$ cat src/rtl/hazard_ctrl.sv
`default_nettype none
// ============================================================================
//  Module   : hazard_ctrl
//  Purpose  : Hazard unit for a 5-stage in-order pipeline. It classifies
//             each cycle as RUN, LOAD_STALL, FLUSH or FREEZE, drives the
//             matching stall/bubble/flush/freeze controls, selects the EX
//             operand forwarding sources, and counts hazard events in
//             saturating counters.
//  Ports    : clk, reset_n (async, active-low)
//             id_valid, id_rs1, id_rs2         - instruction in ID
//             ex_rs1, ex_rs2, ex_rd, ex_regwen,
//             ex_wbsel, ex_pcsel               - instruction in EX
//             dmem_ready                       - 0 freezes the pipeline
//             cnt_clr                          - sync clear of counters
//             stall_pc, stall_ifid, bubble_idex,
//             flush_ifid, freeze               - pipeline controls
//             fwd_a, fwd_b                     - EX operand source selects
//             last_evt                         - previous-cycle event
//             stall_cnt, flush_cnt, freeze_cnt - event counters
//  Revision : 1.0 - initial release
// ============================================================================
module hazard_ctrl #(
    parameter int CNT_W = 16
) (
    input  logic             clk,
    input  logic             reset_n,
    input  logic             id_valid,
    input  logic [4:0]       id_rs1,
    input  logic [4:0]       id_rs2,
    input  logic [4:0]       ex_rs1,
    input  logic [4:0]       ex_rs2,
    input  logic [4:0]       ex_rd,
    input  logic             ex_regwen,
    input  logic [1:0]       ex_wbsel,
    input  logic             ex_pcsel,
    input  logic             dmem_ready,
    input  logic             cnt_clr,
    output logic             stall_pc,
    output logic             stall_ifid,
    output logic             bubble_idex,
    output logic             flush_ifid,
    output logic             freeze,
    output logic [1:0]       fwd_a,
    output logic [1:0]       fwd_b,
    output logic [1:0]       last_evt,
    output logic [CNT_W-1:0] stall_cnt,
    output logic [CNT_W-1:0] flush_cnt,
    output logic [CNT_W-1:0] freeze_cnt
);

    typedef enum logic [1:0] {
        EVT_RUN        = 2'b00,
        EVT_LOAD_STALL = 2'b01,
        EVT_FLUSH      = 2'b10,
        EVT_FREEZE     = 2'b11
    } evt_t;

    localparam logic [1:0]       c_WB_MEM   = 2'b00;
    localparam logic [1:0]       c_FWD_RF   = 2'b00;
    localparam logic [1:0]       c_FWD_MEM  = 2'b01;
    localparam logic [1:0]       c_FWD_WB   = 2'b10;
    localparam logic [4:0]       c_X0       = 5'd0;
    localparam logic [CNT_W-1:0] c_CNT_ONE  = {{(CNT_W-1){1'b0}}, 1'b1};
    localparam logic [CNT_W-1:0] c_CNT_MAX  = {CNT_W{1'b1}};

    // Shadow copies of the destination info held in the MEM and WB stages.
    logic [4:0]       r_mem_rd;
    logic             r_mem_regwen;
    logic [4:0]       r_wb_rd;
    logic             r_wb_regwen;
    logic [1:0]       r_last_evt;
    logic [CNT_W-1:0] r_stall_cnt;
    logic [CNT_W-1:0] r_flush_cnt;
    logic [CNT_W-1:0] r_freeze_cnt;

    logic             w_load_use;
    evt_t             w_evt;

    // A load in EX whose result is needed by the instruction in ID cannot
    // be forwarded in time; x0 is never a real dependency.
    assign w_load_use = id_valid && ex_regwen && (ex_wbsel == c_WB_MEM) &&
                        (ex_rd != c_X0) &&
                        ((ex_rd == id_rs1) || (ex_rd == id_rs2));

    // Event classification, highest priority first. A taken branch/jump
    // squashes the ID instruction, so its load-use hazard is moot.
    always_comb begin
        w_evt = EVT_RUN;
        if (!dmem_ready) begin
            w_evt = EVT_FREEZE;
        end else if (ex_pcsel) begin
            w_evt = EVT_FLUSH;
        end else if (w_load_use) begin
            w_evt = EVT_LOAD_STALL;
        end
    end

    // Control outputs; everything is forced low while reset is asserted.
    always_comb begin
        stall_pc    = 1'b0;
        stall_ifid  = 1'b0;
        bubble_idex = 1'b0;
        flush_ifid  = 1'b0;
        freeze      = 1'b0;
        if (reset_n) begin
            case (w_evt)
                EVT_FREEZE: begin
                    freeze = 1'b1;
                end
                EVT_FLUSH: begin
                    flush_ifid  = 1'b1;
                    bubble_idex = 1'b1;
                end
                EVT_LOAD_STALL: begin
                    stall_pc    = 1'b1;
                    stall_ifid  = 1'b1;
                    bubble_idex = 1'b1;
                end
                default: begin
                end
            endcase
        end
    end

    // Forwarding selects. MEM holds the younger result so it wins over WB.
    // The tracking registers hold during a freeze, keeping these valid.
    always_comb begin
        fwd_a = c_FWD_RF;
        fwd_b = c_FWD_RF;
        if (reset_n) begin
            if (r_mem_regwen && (r_mem_rd != c_X0) && (r_mem_rd == ex_rs1)) begin
                fwd_a = c_FWD_MEM;
            end else if (r_wb_regwen && (r_wb_rd != c_X0) && (r_wb_rd == ex_rs1)) begin
                fwd_a = c_FWD_WB;
            end
            if (r_mem_regwen && (r_mem_rd != c_X0) && (r_mem_rd == ex_rs2)) begin
                fwd_b = c_FWD_MEM;
            end else if (r_wb_regwen && (r_wb_rd != c_X0) && (r_wb_rd == ex_rs2)) begin
                fwd_b = c_FWD_WB;
            end
        end
    end

    // MEM/WB tracking and last-event register.
    always_ff @(posedge clk or negedge reset_n) begin
        if (!reset_n) begin
            r_mem_rd     <= 5'd0;
            r_mem_regwen <= 1'b0;
            r_wb_rd      <= 5'd0;
            r_wb_regwen  <= 1'b0;
            r_last_evt   <= EVT_RUN;
        end else begin
            if (w_evt != EVT_FREEZE) begin
                r_mem_rd     <= ex_rd;
                r_mem_regwen <= ex_regwen;
                r_wb_rd      <= r_mem_rd;
                r_wb_regwen  <= r_mem_regwen;
            end
            r_last_evt <= w_evt;
        end
    end

    // Saturating event counters; a clear beats a same-cycle increment.
    always_ff @(posedge clk or negedge reset_n) begin
        if (!reset_n) begin
            r_stall_cnt  <= '0;
            r_flush_cnt  <= '0;
            r_freeze_cnt <= '0;
        end else if (cnt_clr) begin
            r_stall_cnt  <= '0;
            r_flush_cnt  <= '0;
            r_freeze_cnt <= '0;
        end else begin
            if ((w_evt == EVT_LOAD_STALL) && (r_stall_cnt != c_CNT_MAX)) begin
                r_stall_cnt <= r_stall_cnt + c_CNT_ONE;
            end
            if ((w_evt == EVT_FLUSH) && (r_flush_cnt != c_CNT_MAX)) begin
                r_flush_cnt <= r_flush_cnt + c_CNT_ONE;
            end
            if ((w_evt == EVT_FREEZE) && (r_freeze_cnt != c_CNT_MAX)) begin
                r_freeze_cnt <= r_freeze_cnt + c_CNT_ONE;
            end
        end
    end

    assign last_evt   = r_last_evt;
    assign stall_cnt  = r_stall_cnt;
    assign flush_cnt  = r_flush_cnt;
    assign freeze_cnt = r_freeze_cnt;

endmodule
`default_nettype wire
$ cat config.mk
export PLATFORM = sky130hd
export DESIGN_NAME = hazard_ctrl
export DESIGN_NICKNAME = d
export VERILOG_FILES = /design/src/rtl/hazard_ctrl.sv
export SDC_FILE = /design/constraint.sdc
export NUM_CORES = 1
export LEC_CHECK = 0
export CAP_MARGIN = 5
export CORE_MARGIN = 2
export CORE_UTILIZATION = 52
export CTS_CLUSTER_DIAMETER = 80
export DETAILED_ROUTE_END_ITERATION = 12
export GPL_ROUTABILITY_DRIVEN = 0
export MAX_ROUTING_LAYER = met4
export PLACE_DENSITY = 0.87
export SLEW_MARGIN = 25
export SYNTH_ARGS = -nofsm -noshare
export SYNTH_HDL_FRONTEND = slang
export SYNTH_SLANG_ARGS = --single-unit
$ cat constraint.sdc
create_clock -name clk -period 4 [get_ports clk]
set_clock_uncertainty 0.2 [all_clocks]
set_input_delay 0.4 -clock clk [delete_from_list [all_inputs] [get_ports clk]]
set_output_delay 0.4 -clock clk [all_outputs]
set_load 0.05 [all_outputs]
==> results by group, run 1 <==
Clocking
  • CTS buffer count: 9
  • H-tree Lvls: 3
  • Hold_buf cts: 1
  • Setup Buffers After CTS: 0
  • Worst-Skew Late Latency: 0.33 ns
  • Worst-path clk slew: approximately 0.060 ns
  • CTS tree: done
  • CTS sink cnt: just over 60
  • Max Root-Sink Buffers: 2
  • PostCTS Resize Cnt: 0
  • Root Driver: clkbuf_8

Route
  • Post-Route M1 WL: 3730 um
  • Via count: between 3000 and 4000
  • WL final: 8680 um
  • Via density per instance: 5.82
  • DRT iter0 DRCs: 154
  • Drc violations: 0
  • Router iterations before antenna repair: 4
  • Top Metal Used: met4
  • WL met3: 478 um
  • Remaining antenna violation count: 0
  • Met2 WL: roughly 4300 um
  • Routed len/inst: between 15 and 20 um

Worst setup path
  • WS Path Type: reg2out
  • CP Capture Type: output pin
  • Worst-path maximum fanout: 5
  • Highest cell delay on the worst timing path: around 0.85 ns
  • Crit path arrival time: between 2 and 3 ns
  • CP Launch Type: flop
  • Worst Path Required: ~3.4 ns
  • Slowest CP cell: clkdlybuf4s50_1
  • Crit-path most repeated cell: nor4_1
  • CP cell instances: or4_1 -> o21ai_0 -> nor4_1 -> nor4_1 -> clkdlybuf4s50_1

Yosys
  • Synth Register Bits: 62
  • Syn Std Cell Area: around 3400 um2
  • Sequential element share of the synthesized area: a little under half
  • Syn_nets: just under 400
  • Post-synth EDFFs: 0
  • Post-Syn Instances: 351
  • Synth warnings: 0
  • Number of library cell types mapped by synthesis: 40
  • Avg Inst Size Synth: between 9 and 10 um2
  • Synth Flop Type: dfrtp_1
  • Async set-reset flop share out of synthesis: 100%

Power and ir drop
  • Peak supply drop: around 0.18 mV
  • Pleak: 1.89 nW
  • Pwr dens: a little over 300 nW/um2

Global route
  • Vias in the first global route: 3039
  • Pin count of the biggest net entering global routing: between 50 and 60
  • Total grt overflow: 0
  • Tot GR Track Use: between 20% and 30%
  • First-pass GRT wire length: 14600 um
  • Initial antenna violation count: 0

Timing
  • RSZ-0062 raised after global routing: no
  • Max_slew headroom: between 30% and 40%
  • Endpoints failing hold: 0
  • Worst-Margin Slew: roughly 0.9 ns
  • Min Tclk post-route: between 3 and 4 ns
  • Final period util: 86.2%
  • Final setup violation count: 0
  • TNS Setup: 0 ns
  • Max Freq: just under 0.3 GHz
  • WHS: 0.337 ns
  • Max Slew Vio Count: 0

Floorplanning
  • Die Height: ~85 um
  • Rows: 29
  • Die area: approximately 7300 um2
  • Starting Density: 54.0%
  • Die W: between 80 and 90 um
  • I/O pin cnt: 93
  • Core Footprint: around 6300 um2

Layout
  • Share of cells above drive strength 1: 9.29%
  • Synth-to-layout area growth: 35.0%
  • Commonest non-fill, non-tap cell in the layout: clkdlybuf4s50_1
  • Fin area: roughly 4600 um2
  • Layout Nets: just under 500
  • Commonest cells after routing, fill and taps aside: 87 x clkdlybuf4s50_1, 62 x dfrtp_1, 45 x xor2_1
  • Antenna cell count: 0
  • Layout fillers: roughly 480

Run status
  • Status: finished clean

Placement
  • Hpwl dp: roughly 6300 um
  • PortBufs: between 90 and 100
  • Placed Area: 4420 um2

Worst hold path
  • HP Class: reg2reg

Run
  • Max-cap violations: 0
[Yosys cell counts (2+ instances only)]
cell | n | area [um2]
nand2b_1 | 2 | 12.5
and2_1 | 5 | 31.3
and3_1 | 7 | 43.8
inv_1 | 3 | 11.3
buf_2 | 2 | 10.0
mux2i_1 | 5 | 50.1
nor3_1 | 9 | 45.0
xor2_1 | 45 | 394
or3_1 | 9 | 56.3
dfrtp_1 | 62 | 1550
clkbuf_1 | 7 | 26.3
nor3b_1 | 2 | 15.0
nor2b_1 | 5 | 31.3
and4b_1 | 2 | 20.0
or4_1 | 6 | 45.0
and4_1 | 6 | 52.6
nor4b_1 | 2 | 17.5
nor4_1 | 8 | 50.1
nand2_1 | 23 | 86.3
nor2_1 | 43 | 161
ha_1 | 3 | 37.5
nand3_1 | 17 | 85.1
nand4_1 | 13 | 81.3
o21ai_0 | 9 | 45.0
xnor2_1 | 14 | 123
and3b_1 | 2 | 17.5
a31oi_1 | 2 | 12.5
mux2_2 | 14 | 158
a21oi_1 | 13 | 65.1
[area by class of cell]
type                            count  area, um2  area share, %
Multi-Input combinational cell    275       1820           39.3
Sequential cell                    62       1550           33.5
Clock inverter                      3       42.5          0.919
Inverter                            3       11.3          0.243
Tap cell                           77       96.3           2.08
Clock buffer                       13        159           3.43
Timing Repair Buffer               96        948           20.5
[critical path: cells and delay by family, from the launching register on]
family                 cells  cell delay, ns
AND/OR/NAND/NOR            3            0.95
buffers and inverters      1            0.85
AO/OA/AOI/OAI              1            0.27
flip-flops                 1            0.45
[where the power goes]
part	internal [mW]	total (mW)	switching [mW]
combinational	0.0864	0.182	0.0956
sequential	0.647	0.673	0.0269
clock	0.321	0.554	0.233
[layer usage]
metal  global-route usage (%)  vias up
li1                         -     1438
met1                     33.1     1514
met2                     40.3      111
met3                     5.45       17
met4                     11.4        0
met5                        -        -
[final timing paths]
| check | from | to | slack [ns] | cells past startpoint |
|---|---|---|---|---|
| worst max-delay path | r_mem_rd[2]$_DFFE_PN0P_ | fwd_b[1] | 0.55 | 5 |
| worst min-delay path | r_wb_regwen$_DFFE_PN0P_ | r_wb_regwen$_DFFE_PN0P_ | 0.34 | 1 |
| min in group asynchronous | reset_n | r_wb_rd[1]$_DFFE_PN0P_ | 0.44 | 3 |
| worst min register to register | r_wb_regwen$_DFFE_PN0P_ | r_wb_regwen$_DFFE_PN0P_ | 0.34 | 1 |
| worst max register to register | stall_cnt[0]$_DFFE_PN0P_ | stall_cnt[7]$_DFFE_PN0P_ | 1.28 | 7 |
| max in group asynchronous | reset_n | freeze_cnt[5]$_DFFE_PN0P_ | 2.27 | 4 |
[through the flow]
step	power (mW)	instances	utilization (%)	setup slack (ns)
floorplan	0.776	351	-	0.642
global placement	0.862	512	69.6	0.874
detailed placement	0.867	512	69.6	0.848
CTS	1.42	529	72.9	0.564
global route	1.48	529	72.9	0.385
finish	1.41	529	72.9	0.550
[cell families (layout without fill, tap and decap cells)]
| logic type | count (synthesis) | after routing | share of synthesized area (%) |
|---|---|---|---|
| muxes | 19 | 19 | 6.06 |
| AOI/OAI and AO/OA | 30 | 30 | 5.25 |
| adders and majority gates | 3 | 3 | 1.09 |
| buffers and inverters | 14 | 115 | 1.71 |
| xor gates and xnor gates | 59 | 59 | 15.1 |
| DFF | 62 | 62 | 45.2 |
| and+or+nand+nor | 164 | 164 | 25.6 |
[state kept, by name, summed over array words and instances, names as in the netlist]
name	cells
r_mem_regwen	1
r_wb_regwen	1
flush_cnt	16
last_evt	2
r_wb_rd	5
stall_cnt	16
r_mem_rd	5
freeze_cnt	16
Power figures use the tool's default switching activity.
==> run 2: changes to the inputs <==
--- a/config.mk
+++ b/config.mk
@@ -5,7 +5,7 @@
 export SDC_FILE = /design/constraint.sdc
 export NUM_CORES = 1
 export LEC_CHECK = 0
-export CAP_MARGIN = 5
+export CAP_MARGIN = 20
 export CORE_MARGIN = 2
 export CORE_UTILIZATION = 52
 export CTS_CLUSTER_DIAMETER = 80
==> results of run 2 <==
Same layout as run 1: the final DEF is identical, and so are final timing and power.
